**config.mk**
```make
export PLATFORM = sky130hd
export DESIGN_NAME = rsa_encryptor
export DESIGN_NICKNAME = d
export VERILOG_FILES = /design/src/rtl/rsa_pkg.sv /design/src/rtl/rsa_modmul.sv /design/src/rtl/rsa_encryptor.sv
export SDC_FILE = /design/constraint.sdc
export NUM_CORES = 2
export LEC_CHECK = 0
export CAP_MARGIN = 10
export CORE_MARGIN = 4
export CORE_UTILIZATION = 45
export CTS_CLUSTER_DIAMETER = 60
export DETAILED_ROUTE_END_ITERATION = 16
export PLACE_DENSITY = 0.73
export SYNTH_ARGS = -nofsm -noshare
export SYNTH_HDL_FRONTEND = slang
export SYNTH_SLANG_ARGS = --single-unit
```
**constraint.sdc**
```tcl
create_clock -name clk -period 19.6 [get_ports clk]
set_input_delay 1.96 -clock clk [delete_from_list [all_inputs] [get_ports clk]]
set_output_delay 1.96 -clock clk [all_outputs]
set_load 0.02 [all_outputs]
```
**src/rtl/rsa_pkg.sv**
```systemverilog
// Shared definitions for the RSA encrypt/decrypt datapath: default width,
// encryptor FSM encoding and the op-select codes for the shared modular multiplier.
package rsa_pkg;

  localparam int RSA_WIDTH = 64;

  typedef enum logic [2:0] {
    IDLE,
    REDUCE,
    MULT,
    SQUARE,
    DONE
  } enc_state_t;

  typedef logic [1:0] op_sel_t;

  localparam op_sel_t OP_REDUCE = 2'd0;
  localparam op_sel_t OP_MULT   = 2'd1;
  localparam op_sel_t OP_SQUARE = 2'd2;

endpackage

```
**src/rtl/rsa_modmul.sv**
```systemverilog
// Bit-serial interleaved modular multiplier: p = (a * b) mod n, MSB-first over a.
// Latency WIDTH+2 cycles from start_i (load, WIDTH iterations, done_o with result).
module rsa_modmul
  import rsa_pkg::*;
#(
  parameter int WIDTH = RSA_WIDTH
) (
  input  logic             clk,
  input  logic             rst,
  input  logic             start_i,
  input  logic [WIDTH-1:0] a_i,
  input  logic [WIDTH-1:0] b_i,
  input  logic [WIDTH-1:0] n_i,
  output logic             done_o,
  output logic [WIDTH-1:0] p_o
);

  localparam int CW = $clog2(WIDTH) + 1;
  localparam int AW = WIDTH + 2;

  // One iteration: P <- 2P + a_bit*B, reduced after the doubling and after the
  // add so that P stays strictly below n for any b < n.
  function automatic logic [AW-1:0] mm_step(input logic [AW-1:0]    p,
                                            input logic             abit,
                                            input logic [WIDTH-1:0] b,
                                            input logic [WIDTH-1:0] n);
    logic [AW-1:0] t;
    logic [AW-1:0] nx;
    nx = {2'b00, n};
    t  = p << 1;
    if (t >= nx) t = t - nx;
    if (abit) t = t + {2'b00, b};
    if (t >= nx) t = t - nx;
    return t;
  endfunction

  logic             busy_q;
  logic             done_q;
  logic [CW-1:0]    cnt_q;
  logic [WIDTH-1:0] a_q;
  logic [WIDTH-1:0] b_q;
  logic [WIDTH-1:0] n_q;
  logic [AW-1:0]    p_q;

  always_ff @(posedge clk or posedge rst) begin
    if (rst) begin
      busy_q <= 1'b0;
      done_q <= 1'b0;
      cnt_q  <= '0;
    end else begin
      done_q <= 1'b0;
      if (start_i) begin
        busy_q <= 1'b1;
        cnt_q  <= '0;
      end else if (busy_q) begin
        cnt_q <= cnt_q + 1'b1;
        if (cnt_q == CW'(WIDTH - 1)) begin
          busy_q <= 1'b0;
          done_q <= 1'b1;
        end
      end
    end
  end

  always_ff @(posedge clk) begin
    if (start_i) begin
      a_q <= a_i;
      b_q <= b_i;
      n_q <= n_i;
      p_q <= '0;
    end else if (busy_q) begin
      p_q <= mm_step(p_q, a_q[WIDTH-1], b_q, n_q);
      a_q <= a_q << 1;
    end
  end

  assign done_o = done_q;
  assign p_o    = p_q[WIDTH-1:0];

endmodule

```
**src/rtl/rsa_encryptor.sv**
```systemverilog
// RSA encryptor: C = M^e mod n by right-to-left square-and-multiply over one modmul.
// Optional RSA_ENC_CYCLE_COUNT_EN adds the last_cycles busy-cycle counter output.
module rsa_encryptor
  import rsa_pkg::*;
#(
  parameter int WIDTH = RSA_WIDTH,
  parameter int CNT_W = 32
) (
  input  logic             clk,
  input  logic             rst,
  input  logic             key_valid,
  input  logic [WIDTH-1:0] n_in,
  input  logic [WIDTH-1:0] e_in,
  input  logic             msg_valid,
  input  logic [WIDTH-1:0] msg_in,
  output logic             msg_ready,
  output logic [WIDTH-1:0] encrypted_message,
  output logic             msg_received_sig,
  output logic             key_loaded,
  output logic             key_dropped,
`ifdef RSA_ENC_CYCLE_COUNT_EN
  output logic [CNT_W-1:0] last_cycles,
`endif
  output logic             mod_err
);

  enc_state_t       state_q;
  op_sel_t          op_q;
  logic             start_q;
  logic             sig_q;
  logic             key_loaded_q;
  logic             key_dropped_q;
  logic             mod_err_q;
  logic [WIDTH-1:0] n_q;
  logic [WIDTH-1:0] e_q;
  logic [WIDTH-1:0] m_q;
  logic [WIDTH-1:0] exp_q;
  logic [WIDTH-1:0] base_q;
  logic [WIDTH-1:0] result_q;
  logic [WIDTH-1:0] enc_q;

  logic             xfer_d;
  logic [WIDTH-1:0] n_cur_d;
  logic [WIDTH-1:0] e_cur_d;
  logic [WIDTH-1:0] exp_sh_d;
  logic [WIDTH-1:0] mm_a_d;
  logic [WIDTH-1:0] mm_b_d;
  logic [WIDTH-1:0] mm_p;
  logic             mm_done;

  assign msg_ready = (state_q == IDLE) & key_loaded_q;
  assign xfer_d    = msg_valid & msg_ready;
  // A key arriving in the same cycle as a transfer applies to that transfer.
  assign n_cur_d   = key_valid ? n_in : n_q;
  assign e_cur_d   = key_valid ? e_in : e_q;
  assign exp_sh_d  = exp_q >> 1;

  always_comb begin
    mm_a_d = m_q;
    mm_b_d = WIDTH'(1);
    case (op_q)
      OP_MULT: begin
        mm_a_d = result_q;
        mm_b_d = base_q;
      end
      OP_SQUARE: begin
        mm_a_d = base_q;
        mm_b_d = base_q;
      end
      default: ;
    endcase
  end

  rsa_modmul #(.WIDTH(WIDTH)) u_modmul (
    .clk    (clk),
    .rst    (rst),
    .start_i(start_q),
    .a_i    (mm_a_d),
    .b_i    (mm_b_d),
    .n_i    (n_q),
    .done_o (mm_done),
    .p_o    (mm_p)
  );

  always_ff @(posedge clk or posedge rst) begin
    if (rst) begin
      state_q       <= IDLE;
      op_q          <= OP_REDUCE;
      start_q       <= 1'b0;
      sig_q         <= 1'b0;
      key_loaded_q  <= 1'b0;
      key_dropped_q <= 1'b0;
      mod_err_q     <= 1'b0;
      n_q           <= '0;
      e_q           <= '0;
      m_q           <= '0;
      exp_q         <= '0;
      base_q        <= '0;
      result_q      <= '0;
      enc_q         <= '0;
    end else begin
      start_q <= 1'b0;
      sig_q   <= 1'b0;
      if (key_valid && state_q != IDLE) key_dropped_q <= 1'b1;
      case (state_q)
        IDLE: begin
          if (key_valid) begin
            n_q          <= n_in;
            e_q          <= e_in;
            key_loaded_q <= 1'b1;
          end
          if (xfer_d) begin
            m_q   <= msg_in;
            exp_q <= e_cur_d;
            if (n_cur_d == '0) begin
              result_q  <= '0;
              mod_err_q <= 1'b1;
              state_q   <= DONE;
            end else begin
              op_q    <= OP_REDUCE;
              start_q <= 1'b1;
              state_q <= REDUCE;
            end
          end
        end
        REDUCE: begin
          if (mm_done) begin
            base_q   <= mm_p;
            result_q <= (n_q > WIDTH'(1)) ? WIDTH'(1) : '0;
            if (exp_q == '0) begin
              state_q <= DONE;
            end else if (exp_q[0]) begin
              op_q    <= OP_MULT;
              start_q <= 1'b1;
              state_q <= MULT;
            end else begin
              // Bit 0 is consumed here so exp_q[0] tracks the squared base's weight.
              exp_q   <= exp_sh_d;
              op_q    <= OP_SQUARE;
              start_q <= 1'b1;
              state_q <= SQUARE;
            end
          end
        end
        MULT: begin
          if (mm_done) begin
            result_q <= mm_p;
            exp_q    <= exp_sh_d;
            if (exp_sh_d == '0) begin
              state_q <= DONE;
            end else begin
              op_q    <= OP_SQUARE;
              start_q <= 1'b1;
              state_q <= SQUARE;
            end
          end
        end
        SQUARE: begin
          if (mm_done) begin
            base_q <= mm_p;
            if (exp_q[0]) begin
              op_q    <= OP_MULT;
              start_q <= 1'b1;
              state_q <= MULT;
            end else begin
              exp_q <= exp_sh_d;
              if (exp_sh_d == '0) begin
                state_q <= DONE;
              end else begin
                start_q <= 1'b1;
              end
            end
          end
        end
        DONE: begin
          enc_q   <= result_q;
          sig_q   <= 1'b1;
          state_q <= IDLE;
        end
        default: state_q <= IDLE;
      endcase
    end
  end

`ifdef RSA_ENC_CYCLE_COUNT_EN
  logic [CNT_W-1:0] cyc_q;
  logic [CNT_W-1:0] last_q;

  always_ff @(posedge clk or posedge rst) begin
    if (rst) begin
      cyc_q  <= '0;
      last_q <= '0;
    end else begin
      if (xfer_d) begin
        cyc_q <= '0;
      end else if (state_q != IDLE && cyc_q != '1) begin
        cyc_q <= cyc_q + 1'b1;
      end
      if (state_q == DONE) last_q <= cyc_q;
    end
  end

  assign last_cycles = last_q;
`endif

  assign encrypted_message = enc_q;
  assign msg_received_sig  = sig_q;
  assign key_loaded        = key_loaded_q;
  assign key_dropped       = key_dropped_q;
  assign mod_err           = mod_err_q;

endmodule

```
* Yosys cells after proc, flatten, opt, wreduce, memory -nomap -nowiden
Cells that the tools add are included.
** Storage, ports and cells
- Register bits :: 724
- Output and inout bits :: 69
- Logic and storage cells :: 130
** Cells by class
- Add/sub/neg operators :: 4
- $lt $le $gt $ge :: 3
- Equal/unequal tests :: 17
- Muxes and demuxes :: 64
- Bitwise logic cells :: 2
- Reduce and logical (&&, ||, !) cells :: 19
** Operators by type and width (number)
- 64-bit 2-to-1 mux :: 14
- 66-bit 2-to-1 mux :: 6
- 64-bit one-hot mux with 4 select lines :: 1
- 64-bit logical NOT :: 3
- 64-bit one-hot mux with 3 select lines :: 1
- 66-bit by 64-bit greater-or-equal comparator with 1-bit output :: 2
- 64-bit one-hot mux with 2 select lines :: 1
- 66-bit by 64-bit adder with 66-bit output :: 1
- 66-bit by 64-bit subtractor with 66-bit output :: 1
- 65-bit 2-to-1 mux :: 1
- 65-bit by 64-bit subtractor with 65-bit output :: 1
- 64-bit by 1-bit > comparator with 1-bit output (second input constant) :: 1
- 3-bit 2-to-1 mux :: 9
- 2-bit 2-to-1 mux :: 9
- 1-bit 2-to-1 mux :: 17
- 7-bit 2-to-1 mux :: 2
- 3-bit one-hot mux with 4 select lines :: 1
- 2-bit inequality test (second input constant) :: 5
- 5-bit AND reduction :: 2
- 9-bit AND reduction :: 1
- 2-bit by 1-bit inequality test with 1-bit output (second input constant) :: 4
- 2-bit one-hot mux with 4 select lines :: 1
- 7-bit by 1-bit adder with 7-bit output (second input constant) :: 1
- 7-bit by 6-bit equality test with 1-bit output (second input constant) :: 1
- 17 further kinds :: 23

* Logic depth before layout (Yosys ltp)
- Depth in word-level cells :: 10
- Gate-level depth with buffers :: 42

* Cells and area by module
Synthesis repeated with hierarchy kept, for this count alone.
** Second synthesis, totals
- Cell total of the unflattened synthesis :: 4559
- Area, all modules :: 44396.3 µm²
** Modules (own cells, without submodules)
- rsa_modmul :: instances 1, cells each 2702, area an instance 23706.5 µm²
- rsa_encryptor :: instances 1, cells each 1857, area an instance 20689.8 µm²

* Worst setup path before layout
Ideal clock, no wire load.
- Path kind :: reg-to-reg
- Start :: register u_modmul.n_q[0]
- End :: register u_modmul.p_q[23]
- Library setup time :: 0.122 ns
- Arrival :: 8.007 ns
- Data required time :: 19.478 ns
- Slack :: 11.472 ns
- Cell stages (with the launch flop) :: 37
- Buffers on the path :: 6
- Cells stage by stage :: edfxtp_1 -> inv_1 -> fa_1 -> a211oi_1 -> o21ai_0 -> o221ai_2 -> a21oi_2 -> o2111ai_1 -> and3_1 -> buf_2 -> clkbuf_1 -> clkbuf_1 -> o21ai_0 -> ha_1 -> a21o_1 -> a21oi_1 -> a2111oi_0 -> nor3_1 -> o21bai_1 -> a21oi_1 -> o31ai_1 -> a31oi_1 -> xnor2_1 -> mux2_2 -> ha_1 -> clkbuf_1 -> nand2_1 -> nor2_1 -> nand2_1 -> nor4_1 -> or4b_1 -> or3_1 -> nor2b_1 -> buf_2 -> buf_2 -> and4_1 -> a221o_1
** On the way
- Cells in the longest elaborated chain, start to end :: 10
- Elaborated cells between the ends (all ways) :: 12
- Those cells by class :: 3 x add/sub; 2 x order compare; 7 x mux
** RTL lines
- from (decl) :: RTL line rsa_modmul.sv:42 : logic [WIDTH-1:0] n_q;
- from (signal assigned) :: RTL line rsa_modmul.sv:69 : n_q <= n_i;
- 66-bit by 64-bit subtractor with 66-bit output / 66-bit by 64-bit greater-or-equal comparator with 1-bit output (equally long branches) :: RTL line rsa_modmul.sv:31 : if (t >= nx) t = t - nx;
- 66-bit 2-to-1 mux :: RTL line rsa_modmul.sv:31
- 66-bit 2-to-1 mux :: RTL line rsa_modmul.sv:71 : end else if (busy_q) begin
- 66-bit 2-to-1 mux :: RTL line rsa_modmul.sv:66 : if (start_i) begin
- 66-bit by 64-bit adder with 66-bit output :: RTL line rsa_modmul.sv:32 : if (abit) t = t + {2'b00, b};
- 66-bit 2-to-1 mux :: RTL line rsa_modmul.sv:32
- 66-bit 2-to-1 mux :: RTL line rsa_modmul.sv:71
- 66-bit 2-to-1 mux :: RTL line rsa_modmul.sv:66
- 65-bit by 64-bit subtractor with 65-bit output / 66-bit by 64-bit greater-or-equal comparator with 1-bit output (equally long branches) :: RTL line rsa_modmul.sv:33 : if (t >= nx) t = t - nx;
- 65-bit 2-to-1 mux (*) :: RTL line rsa_modmul.sv:33
- to (signal assigned) :: RTL line rsa_modmul.sv:72 : p_q <= mm_step(p_q, a_q[WIDTH-1], b_q, n_q);
- to (decl) :: RTL line rsa_modmul.sv:43 : logic [AW-1:0] p_q;
Every way passes the cells marked *; elsewhere a longest branch is shown, timed or not. The select of a mux whose other input is x is not followed.
A chain may end at the register's enable or synchronous reset.

* Worst setup path after layout
- Start :: register u_modmul.p_q[16]
- End :: register u_modmul.p_q[39]
** On the way
- Cells in the longest elaborated chain, start to end :: 10
- Elaborated cells between the ends (all ways) :: 12
- Those cells by class :: 3 x add/sub; 2 x order compare; 7 x mux
** RTL lines (RTL line)
- 66-bit by 64-bit subtractor with 66-bit output / 66-bit by 64-bit greater-or-equal comparator with 1-bit output (equally long branches) :: rsa_modmul.sv:31
- 66-bit 2-to-1 mux (*) :: rsa_modmul.sv:31
- 66-bit 2-to-1 mux (*) :: rsa_modmul.sv:71
- 66-bit 2-to-1 mux (*) :: rsa_modmul.sv:66
- 66-bit by 64-bit adder with 66-bit output :: rsa_modmul.sv:32
- 66-bit 2-to-1 mux (*) :: rsa_modmul.sv:32
- 66-bit 2-to-1 mux (*) :: rsa_modmul.sv:71
- 66-bit 2-to-1 mux (*) :: rsa_modmul.sv:66
- 65-bit by 64-bit subtractor with 65-bit output / 66-bit by 64-bit greater-or-equal comparator with 1-bit output (equally long branches) :: rsa_modmul.sv:33
- 65-bit 2-to-1 mux (*) :: rsa_modmul.sv:33
Marks and branches as above.

==> results.json <==
{
  "status": "complete, no violations",
  "top_register": "u_modmul.p_q",
  "cts_max_path_buffers": 3,
  "area_growth_pct": 15.28,
  "dr.first_iter.drc_count": 3254,
  "yosysTopAreaCellShare": 0.2705,
  "drt_pass1_iterations": 6,
  "clkLatencyLatePin_ns": 0.68,
  "min_path_cells": 0,
  "m1WireLength_um": 55860,
  "r2r_slack_ns": 8.82,
  "crit_arrival_ns": 11.27,
  "reg2reg_depth": 33,
  "hpwl_um": 105800,
  "cts_tree": "built",
  "portBuffers": 264,
  "finalWirelength_um": 142400,
  "cp-start-kind": "flip-flop",
  "cp.required_ns": 20.10,
  "start_util": 0.4540,
  "synth_seq_area_share": 0.4341,
  "slowest_stage": "nor2_4",
  "multiInputGateArea_sq_um": 22890,
  "setup_viol": 0,
  "setup_tns_ns": 0,
  "die_area_sq_um": 101000,
  "largest_reg_flops": 65,
  "numCtsBuffers": 89,
  "yosys_warnings": 0,
  "grt_max_degree": 128,
  "rows": 113,
  "regArea_sq_um": 18760,
  "slew_viol_final": 0,
  "highest_layer": "met5",
  "synth_area_sq_um": 43200,
  "finClkSkew_ns": 0.03256,
  "grt_pass1_vias": 36050,
  "synth_fp_nets": 4941,
  "crit_fanout": 56,
  "nets": 5044,
  "syn-mean-instance-area_sq_um": 9.501,
  "synth_area_leaders": "dfrtp_1, edfxtp_1, mux2_2, ha_1, nand2_1",
  "cts_setup_buffers": 0,
  "route.met3.wl_um": 7904,
  "post-route-period-util": 0.5498,
  "overflow": 0,
  "place.gp.congestion": 1.070,
  "synth_seq_cells": 724,
  "netlist_instances": 4547,
  "cts_sinks": 724,
  "drc": 0,
  "reg2reg_to": "u_modmul.p_q[39]",
  "r2r-start": "u_modmul.p_q[16]",
  "met2WireLength_um": 68420,
  "ys_types": 96,
  "yosys-top-cells-count": "nand2_1, dfrtp_1, a21oi_1",
  "hold_class": "flip-flop to flip-flop",
  "worst_pin_slew_ns": 1.316,
  "via_per_inst": 6.040,
  "antenna_found_initial": 2,
  "vias": 36208,
  "cts.clk_slew.worst_paths_ns": 0.05,
  "critPathMaxStageDelay_ns": 0.85,
  "cts.hold.buffers_added": 0,
  "synth_edf_count": 192,
  "max_freq_mhz": 92.80,
  "crit_start": "u_modmul.p_q[16]",
  "synth_most_common_cell": "nand2_1",
  "post_drt_wl_per_cell_um": 23.76,
  "end_kind": "flip-flop",
  "antenna_left": 0,
  "crit_path_end": "u_modmul.p_q[39]",
  "pin_count": 265,
  "post-route-util": 0.5234,
  "yosys.area.top_type": "dfrtp_1",
  "worst_slack_ns": 8.824,
  "rsz0062_at_grt": "no",
  "drive_above_1_share": 0.1257,
  "die_y_um": 317.8,
  "criticalPathCategory": "flip-flop to flip-flop",
  "htreeDepth": 3,
  "synthArstFlopShare": 0.6450,
  "die_w_um": 317.8,
  "grt_pass1_wl_um": 215700,
  "hp-start": "n_q[22]",
  "core_sq_um": 95150,
  "fin_worst_hold_slack_ns": 0.4746,
  "dp_slack_ns": 9.199,
  "cts_resized": 0,
  "drv_cap": 0,
  "hold_viol": 0,
  "grt_use_total": 0.2727,
  "synthFlopType": "dfrtp_1",
  "cts_root_buf": "clkbuf_16",
  "fillers": 8615,
  "slew_headroom": 0.1145,
  "min_period_ns": 10.78
}
[cell usage in the layout, fill, tap and decap left out, types with 63 or more instances in the layout]
cell type | Yosys | layout
nand2_1 | 575 | 574
dfrtp_1 | 467 | 465
a21oi_1 | 368 | 367
mux2_2 | 342 | 342
o21ai_0 | 323 | 323
nor2_1 | 317 | 316
clkdlybuf4s50_1 | 0 | 263
ha_1 | 195 | 193
edfxtp_1 | 192 | 192
inv_1 | 132 | 130
xnor2_1 | 108 | 108
clkbuf_16 | 0 | 96
nand4_1 | 93 | 93
a21o_1 | 84 | 84
nor2b_1 | 81 | 80
mux2i_1 | 79 | 78
xor2_1 | 75 | 75
nor4_1 | 70 | 70
o221ai_1 | 67 | 67
a22oi_1 | 66 | 66
dfxtp_1 | 65 | 65
nand3_1 | 65 | 63
[cells by family (layout without fill, tap and decap cells)]
| group | after synthesis | after routing | synth area share |
|---|---|---|---|
| AND/OR/NAND/NOR | 1367 | 1367 | 0.1447 |
| AO/OA/AOI/OAI | 1227 | 1227 | 0.1802 |
| flip-flops | 724 | 724 | 0.4341 |
| buffers and inverters | 426 | 606 | 0.03829 |
| multiplexers | 422 | 422 | 0.1078 |
| adder cells (fa/ha/maj) | 198 | 198 | 0.05787 |
| XOR/XNOR | 183 | 183 | 0.03710 |
| other | 0 | 3 | 0 |
[through the flow]
step	std cells	area, sq um
2_1_floorplan	4547	43200
4_1_cts	5992	49800
6_report	5995	49800
5_1_grt	5992	49800
3_3_place_gp	5824	46690
3_5_place_dp	5824	46690
[critical path: cells and delay by family (launching register included)]
kind            cells  cell delay [ns]
flops               1             0.59
xor+xnor            1             0.12
compound gates     20             5.76
fa+ha+maj           3             1.29
simple gates        8             2.28
buf+inv             1             0.49
[area by class of cell]
| cell class | instances | share of cell area |
|---|---|---|
| Multi-Input combinational cell | 3397 | 0.4596 |
| Sequential cell | 724 | 0.3766 |
| Timing Repair Buffer | 303 | 0.05914 |
| Clock buffer | 127 | 0.05439 |
| Tap cell | 1265 | 0.03178 |
| Inverter | 135 | 0.01033 |
| Clock inverter | 41 | 0.008014 |
| Antenna cell | 3 | 0.0001507 |
[worst min-delay path by stage]
| stage | slack (ns) | to |
|---|---|---|
| 6_report | 0.47 | u_modmul.n_q[22] |
| 2_1_floorplan | 0.44 | u_modmul.n_q[14] |
| 3_5_place_dp | 0.46 | u_modmul.n_q[22] |
| 5_1_grt | 0.48 | u_modmul.n_q[22] |
| 4_1_cts | 0.47 | u_modmul.n_q[22] |
| 3_3_place_gp | 0.46 | u_modmul.n_q[48] |
[per-layer routing]
metal	up-vias	global-route usage
met5	-	0
met4	2	0.1658
met3	425	0.04121
met2	1381	0.4608
met1	17561	0.3291
li1	16839	-
Power is not shown: default switching activity piles up to over one toggle a cycle in this logic, so the estimate is an artifact.
